[config.mk]
export PLATFORM = sky130hd
export DESIGN_NAME = branch_sequencer
export DESIGN_NICKNAME = d
export VERILOG_FILES = /design/src/rtl/cpu_ctl_pkg.sv /design/src/rtl/branch_ctl_decode.sv /design/src/rtl/branch_sequencer.sv
export SDC_FILE = /design/constraint.sdc
export NUM_CORES = 1
export LEC_CHECK = 0
export BUFFER_PORTS_ARGS = -buffer_cell sky130_fd_sc_hd__buf_4
export CORE_MARGIN = 3
export CORE_UTILIZATION = 34
export DETAILED_ROUTE_END_ITERATION = 10
export PLACE_DENSITY = 0.87
export SYNTH_ARGS = -nofsm -noshare
export SYNTH_HDL_FRONTEND = slang
export SYNTH_SLANG_ARGS = --single-unit
[constraint.sdc]
create_clock -name clock -period 2.1 [get_ports clock]
set_clock_uncertainty 0.1 [all_clocks]
set_input_delay 0.105 -clock clock [delete_from_list [all_inputs] [get_ports clock]]
set_output_delay 0.105 -clock clock [all_outputs]
set_load 0.1 [all_outputs]
[src/rtl/cpu_ctl_pkg.sv]
// Shared control definitions for the branch sequencer:
// state encoding, branch opcode and ctl strobe bit map.
package cpu_ctl_pkg;

  typedef enum logic [3:0] {
    S_IDLE,
    S_T0,
    S_T1,
    S_T1W,
    S_T2,
    S_T3,
    S_T4,
    S_T5,
    S_T6
  } state_t;

  localparam logic [4:0] BR_OPCODE = 5'b10010;
  localparam int CTL_W = 16;

  localparam int PC_OUT   = 0;
  localparam int MAR_IN   = 1;
  localparam int INC_PC   = 2;
  localparam int Z_IN     = 3;
  localparam int ZLOW_OUT = 4;
  localparam int PC_IN    = 5;
  localparam int MEM_READ = 6;
  localparam int MDR_IN   = 7;
  localparam int MDR_OUT  = 8;
  localparam int IR_IN    = 9;
  localparam int GRA      = 10;
  localparam int R_OUT    = 11;
  localparam int CON_IN   = 12;
  localparam int Y_IN     = 13;
  localparam int C_OUT    = 14;
  localparam int ALU_ADD  = 15;

  function automatic logic is_branch(input logic [31:0] ir);
    return ir[31:27] == BR_OPCODE;
  endfunction

endpackage

[src/rtl/branch_ctl_decode.sv]
// Moore output decode: registered state (and CON for T6)
// to the ctl strobe vector.
module branch_ctl_decode
  import cpu_ctl_pkg::*;
(
  input  state_t           i_state,
  input  logic             i_con_q,
  output logic [CTL_W-1:0] o_ctl
);

  always_comb begin
    o_ctl = '0;
    unique case (i_state)
      S_T0: begin
        o_ctl[PC_OUT] = 1'b1;
        o_ctl[MAR_IN] = 1'b1;
        o_ctl[INC_PC] = 1'b1;
        o_ctl[Z_IN]   = 1'b1;
      end
      S_T1: begin
        o_ctl[ZLOW_OUT] = 1'b1;
        o_ctl[PC_IN]    = 1'b1;
        o_ctl[MEM_READ] = 1'b1;
        o_ctl[MDR_IN]   = 1'b1;
      end
      S_T1W: begin
        o_ctl[MEM_READ] = 1'b1;
        o_ctl[MDR_IN]   = 1'b1;
      end
      S_T2: begin
        o_ctl[MDR_OUT] = 1'b1;
        o_ctl[IR_IN]   = 1'b1;
      end
      S_T3: begin
        o_ctl[GRA]    = 1'b1;
        o_ctl[R_OUT]  = 1'b1;
        o_ctl[CON_IN] = 1'b1;
      end
      S_T4: begin
        o_ctl[PC_OUT] = 1'b1;
        o_ctl[Y_IN]   = 1'b1;
      end
      S_T5: begin
        o_ctl[C_OUT]   = 1'b1;
        o_ctl[ALU_ADD] = 1'b1;
        o_ctl[Z_IN]    = 1'b1;
      end
      S_T6: begin
        o_ctl[ZLOW_OUT] = 1'b1;
        o_ctl[PC_IN]    = i_con_q;
      end
      default: o_ctl = '0;
    endcase
  end

endmodule

[src/rtl/branch_sequencer.sv]
// Branch instruction sequencer FSM (fetch + conditional PC update).
// Optional taken/not-taken counters under BRANCH_SEQ_STATS_EN.
module branch_sequencer
  import cpu_ctl_pkg::*;
(
  input  logic        clock,
  input  logic        clear,
  input  logic        start,
  input  logic [31:0] ir_q,
  input  logic        con_q,
  input  logic        mem_ready,
  output logic [15:0] ctl,
  output logic        busy,
  output logic        done,
  output logic        taken,
  output logic        illegal,
  output logic [15:0] taken_cnt,
  output logic [15:0] not_taken_cnt
);

  state_t r_state;
  state_t w_next;
  logic   r_taken;
  logic   r_illegal;
  logic   w_legal;
  logic   w_unused;

  assign w_legal  = is_branch(ir_q);
  assign w_unused = ^ir_q[26:0];

  always_ff @(posedge clock) begin
    if (clear) begin
      r_state   <= S_IDLE;
      r_taken   <= 1'b0;
      r_illegal <= 1'b0;
    end else begin
      r_state   <= w_next;
      r_illegal <= (r_state == S_T2) && !w_legal;
      if (r_state == S_T6) r_taken <= con_q;
    end
  end

  always_comb begin
    w_next = r_state;
    unique case (r_state)
      S_IDLE:       if (start) w_next = S_T0;
      S_T0:         w_next = S_T1;
      S_T1, S_T1W:  w_next = mem_ready ? S_T2 : S_T1W;
      S_T2:         w_next = w_legal ? S_T3 : S_IDLE;
      S_T3:         w_next = S_T4;
      S_T4:         w_next = S_T5;
      S_T5:         w_next = S_T6;
      S_T6:         w_next = S_IDLE;
      default:      w_next = S_IDLE;
    endcase
  end

  branch_ctl_decode u_decode (
    .i_state (r_state),
    .i_con_q (con_q),
    .o_ctl   (ctl)
  );

  assign busy    = (r_state != S_IDLE);
  assign done    = (r_state == S_T6);
  assign taken   = r_taken;
  assign illegal = r_illegal;

`ifdef BRANCH_SEQ_STATS_EN
  logic [15:0] r_tcnt;
  logic [15:0] r_ncnt;

  // counters stick at all-ones rather than wrapping
  always_ff @(posedge clock) begin
    if (clear) begin
      r_tcnt <= '0;
      r_ncnt <= '0;
    end else if (r_state == S_T6) begin
      if (con_q) begin
        if (r_tcnt != 16'hFFFF) r_tcnt <= r_tcnt + 16'd1;
      end else begin
        if (r_ncnt != 16'hFFFF) r_ncnt <= r_ncnt + 16'd1;
      end
    end
  end

  assign taken_cnt     = r_tcnt;
  assign not_taken_cnt = r_ncnt;
`else
  assign taken_cnt     = '0;
  assign not_taken_cnt = '0;
`endif

endmodule
Word-level counts from Yosys, hierarchy flattened
Cells that the tools add are included.
Storage, ports and cells
  register bits: 6
  latch bits: 0
  RAM bits: 0
  ROM bits: 0
  bits of input ports: 37
  output and inout port bits: 52
  logic and storage cells: 33
  memories: 0
Cells by class
  add/sub/neg operators: 0
  multiply operators: 0
  divide/modulo/power cells: 0
  magnitude comparators: 0
  equality and inequality tests: 10
  shifts and indexed selects: 0
  muxes and demuxes: 13
  bitwise gates (word level): 0
  reduce and logical (&&, ||, !) cells: 7
Operators by type and width (count)
  $pmux 4 s7: 1
  $eq 4x3->1 const B: 4
  $mux 3: 3
  $eq 4x2->1 const B: 2
  $mux 2: 4
  $reduce_or 2->1: 3
  $eq 5x5->1 const B: 1
  $eq 4x1->1 const B: 1
  $eq 4x4->1 const B: 1
  $logic_not 4->1: 1
  $mux 4: 1
  $pmux 2 s2: 1
  $reduce_bool 4->1: 1
  $mux 1: 3
  $ne 2x2->1 const B: 1
  $logic_and 1x1->1: 1
  $logic_not 1->1: 1

Logic depth before layout (Yosys ltp)
  depth after elaboration: 3
  mapped depth: 5
  gate-level depth less buffers: 4

Cells and area by module
From an unflattened synthesis, not the netlist that was laid out.
Unflattened totals
  cells, all modules: 93
  area total of the unflattened synthesis: 785.8 sq um
By module, submodules not included
  branch_sequencer: instances 1, cells an instance 67, area an instance 595.6 sq um, sequential area each 120.1 sq um
  branch_ctl_decode: instances 1, cells an instance 26, area an instance 190.2 sq um, sequential area each 0.0 sq um

Worst setup path before layout
OpenSTA, ideal clock, no wires.
  kind: register to output
  start: register r_state[2]
  end: output port ctl[4]
  arrival: 2.826 ns
  required time: 1.895 ns
  path slack: -0.931 ns
  stages on the path, launching flop included: 5
  buffers on the path: 1
  cell sequence: dfxtp_1 -> buf_2 -> nor2_1 -> nand2_1 -> o21ai_0
Between the ends
  longest elaborated chain between the ends: 2
  elaborated cells on any way between the ends: 3
  those cells by class: eq/ne (2); mux (1)
RTL lines
  start: declaration: line branch_sequencer.sv:21  | state_t r_state;
  start signal: assignment: line branch_sequencer.sv:37  | r_state <= w_next;
  $eq 4x4->1 or $eq 4x2->1 (tied branches): line branch_ctl_decode.sv:13  | unique case (i_state)
  $pmux 2 s2 *: line branch_ctl_decode.sv:13
  end: declaration: line branch_sequencer.sv:12  | output logic [15:0] ctl,
Mark *: on every way between the ends. The rest lies on a longest branch, timed or not.

Worst setup path in the final report
  start: register r_state[0]
  end: output port ctl[5]
The elaborated chain is that of the path after synthesis.

==> flow_summary.ini <==
[outcome]
outcome = finished clean

[global_route]
global_route_wire_length_before_repair_mm = 1.76
grt_antenna_before_repair = 0
grt_start_max_net_pins = 13
grt_pass1_vias = 437
gr-usage-all-layers = 0.0875
globalRoute.totalOverflow = 0

[power_and_ir_drop]
p_leak_uw = 0.000447
vdd_ir_drop_max_v = 0.000436
powerDensity_nw_per_um2 = 937
p_total_uw = 775

[critical_path]
critical_path.cell_chain = or4b_4 -> clkinv_2 -> nand2_2 -> o21ai_2 -> buf_4
setup_crit_start_kind = flip-flop
timing.critical_path.slowest_cell_delay_ps = 580
cp_max_fo = 11
setup.worst_path.end_class = output pin
worst_ep_required_time_ps = 1890
slowest_stage = sky130_fd_sc_hd__or4b_4
critPathArrivalTime_ps = 1740
criticalPathCategory = reg -> out

[floorplanning]
std_cell_rows = 15
core-area_sq_um = 1840
fp.dieH_um = 51.6
die_outline_area_sq_um = 2660
dieWidth_um = 51.6
num_io_pins = 89
initial_utilization = 0.384

[final_layout]
diodes = 0
final-instance-count-excl-fill = 139
finalInstanceArea_sq_um = 827
multiInputGateArea_sq_um = 385
post_route_cells_drive_above_1_share = 0.404
mostFrequentLayoutCells = sky130_fd_sc_hd__conb_1, sky130_fd_sc_hd__buf_4, sky130_fd_sc_hd__nand2_1
fillCellCount = 177
area.sequential_sq_um = 123
fin_util = 0.450
num-nets-final = 153
layout.cells.most_common = sky130_fd_sc_hd__conb_1
syn2layout_area_growth_pct = 17.0

[placed_design]
placedInstanceArea_sq_um = 785
hpwlAfterDp_mm = 1.04
gp_congestion = 0.751
io_buffer_count = 29
placedCellCount = 134

[route]
detail_route.wirelength_mm = 1.26
vias_per_cell = 3.97
dr.pass1.iters = 3
initialDrtViolationCount = 3
dr_total_vias = 552
drt_drc_violations_left = 0
detail_route.wl_per_cell_um = 9.07
antenna_violating_nets_post_route = 0

[yosys]
synth_flop_cell = sky130_fd_sc_hd__dfxtp_1
synth_seq_cells = 6
ys_types = 29
synth.yosys.seq_area_share = 0.170
synth_area_leader = sky130_fd_sc_hd__buf_4
number_of_enable_flip_flop_cells_after_synthesis = 0
synth_cells = 90
yosysWarnings = 0
synth.cell_area_sq_um = 707
synth.top_cells.by_area = sky130_fd_sc_hd__buf_4, sky130_fd_sc_hd__dfxtp_1, sky130_fd_sc_hd__nor4b_4
syn-mean-instance-area_sq_um = 7.85
asyncSetResetFlopFracSynth = 0
area_share_of_the_largest_cell_type_after_synthesis = 0.404

[clock_tree]
ctsResizeCount = 0
cts_buffer_depth = 2
ctsHtreeMaxLevel = 1
numCtsBuffers = 3
cts_hold_buf = 2
cts.reportedPaths.clkPinSlew_ps = 40
numClockSinks = 6
worstSkewPairLatency_ps = 240
cts_tree = built
clockRootBuffer = sky130_fd_sc_hd__clkbuf_4
post_cts_setup_buffers = 0

[run]
cap_violations = 0

[sta]
timing_max_transition_violations_final = 0
setup_viol_count_final = 0
hold_slack_ps = 36.0
layout_worst_path_cycle_share = 0.924
report.final.hold_viol_count = 0
grt_setup_unrepaired = no
max_freq_ghz = 0.515
post_layout_minimum_cycle_time_ps = 1940

[hold_path]
worst_hold_path_type = in -> reg
==> cell type report <==
cell class,instances,area share
Inverter,6,0.0333
Multi-Input combinational cell,68,0.466
Sequential cell,6,0.148
Timing Repair Buffer,31,0.287
Clock buffer,3,0.0272
Tap cell,25,0.0378
==> cell families after synthesis <==
kind of cell	after synthesis	synth area share
AND/OR/NAND/NOR	24	0.232
AO/OA/AOI/OAI	10	0.106
buffers and inverters	47	0.458
flip-flops	6	0.170
multiplexers	2	0.0283
other	1	0.00530
==> synth_stat cells (2+ instances only) <==
cell and instances:
sky130_fd_sc_hd__nor2b_1 2, sky130_fd_sc_hd__nand3_1 2, sky130_fd_sc_hd__buf_2 3, sky130_fd_sc_hd__nand2_1 5
sky130_fd_sc_hd__a21oi_1 2, sky130_fd_sc_hd__a21o_1 2, sky130_fd_sc_hd__nor2_1 4, sky130_fd_sc_hd__inv_1 5
sky130_fd_sc_hd__mux2i_1 2, sky130_fd_sc_hd__dfxtp_1 6, sky130_fd_sc_hd__buf_4 38, sky130_fd_sc_hd__nor4b_1 2
==> path summary, 6_finish.rpt <==
kind                endpoint  depth (start not counted)  startpoint  slack, ps
hold / removal         taken                          3       con_q         40
setup reg to reg  r_state[0]                          3  r_state[0]        600
setup / recovery      ctl[5]                          5  r_state[0]        160
hold reg to reg        taken                          2       taken        370
==> per-stage QoR <==
stage | TNS, ps | setup slack (ps)
global route | 0 | 63.6
global placement | 0 | 430
detailed placement | 0 | 419
finish | 0 | 160
floorplan | -454 | -221
CTS | 0 | 150
==> metal layers <==
layer	up-vias	wire (um)	GRT usage
li1	275	-	-
met1	233	445	0.0920
met2	40	617	0.153
met3	4	169	0.0172
met4	0	28	0.0655
met5	-	0	0
==> state kept, by name, indices dropped and copies added (netlist names) <==
register and flops:
r_state 4, illegal 1, taken 1
==> worst max-delay path, delay by kind of cell, from the launching register on <==
family / cells / cell delay, ps
compound gates: 1 / 50
buf+inv: 2 / 370
flops: 1 / 430
simple gates: 2 / 640
==> where the power goes <==
group | leakage [uW] | total [uW] | internal [uW] | switching (uW)
registers | 0.0000497 | 137 | 120 | 17.0
logic | 0.000384 | 533 | 68.0 | 465
clock network | 0.0000138 | 105 | 64.6 | 40.6
total | 0.000447 | 775 | 252 | 523
(Power assumes the default switching activity.)
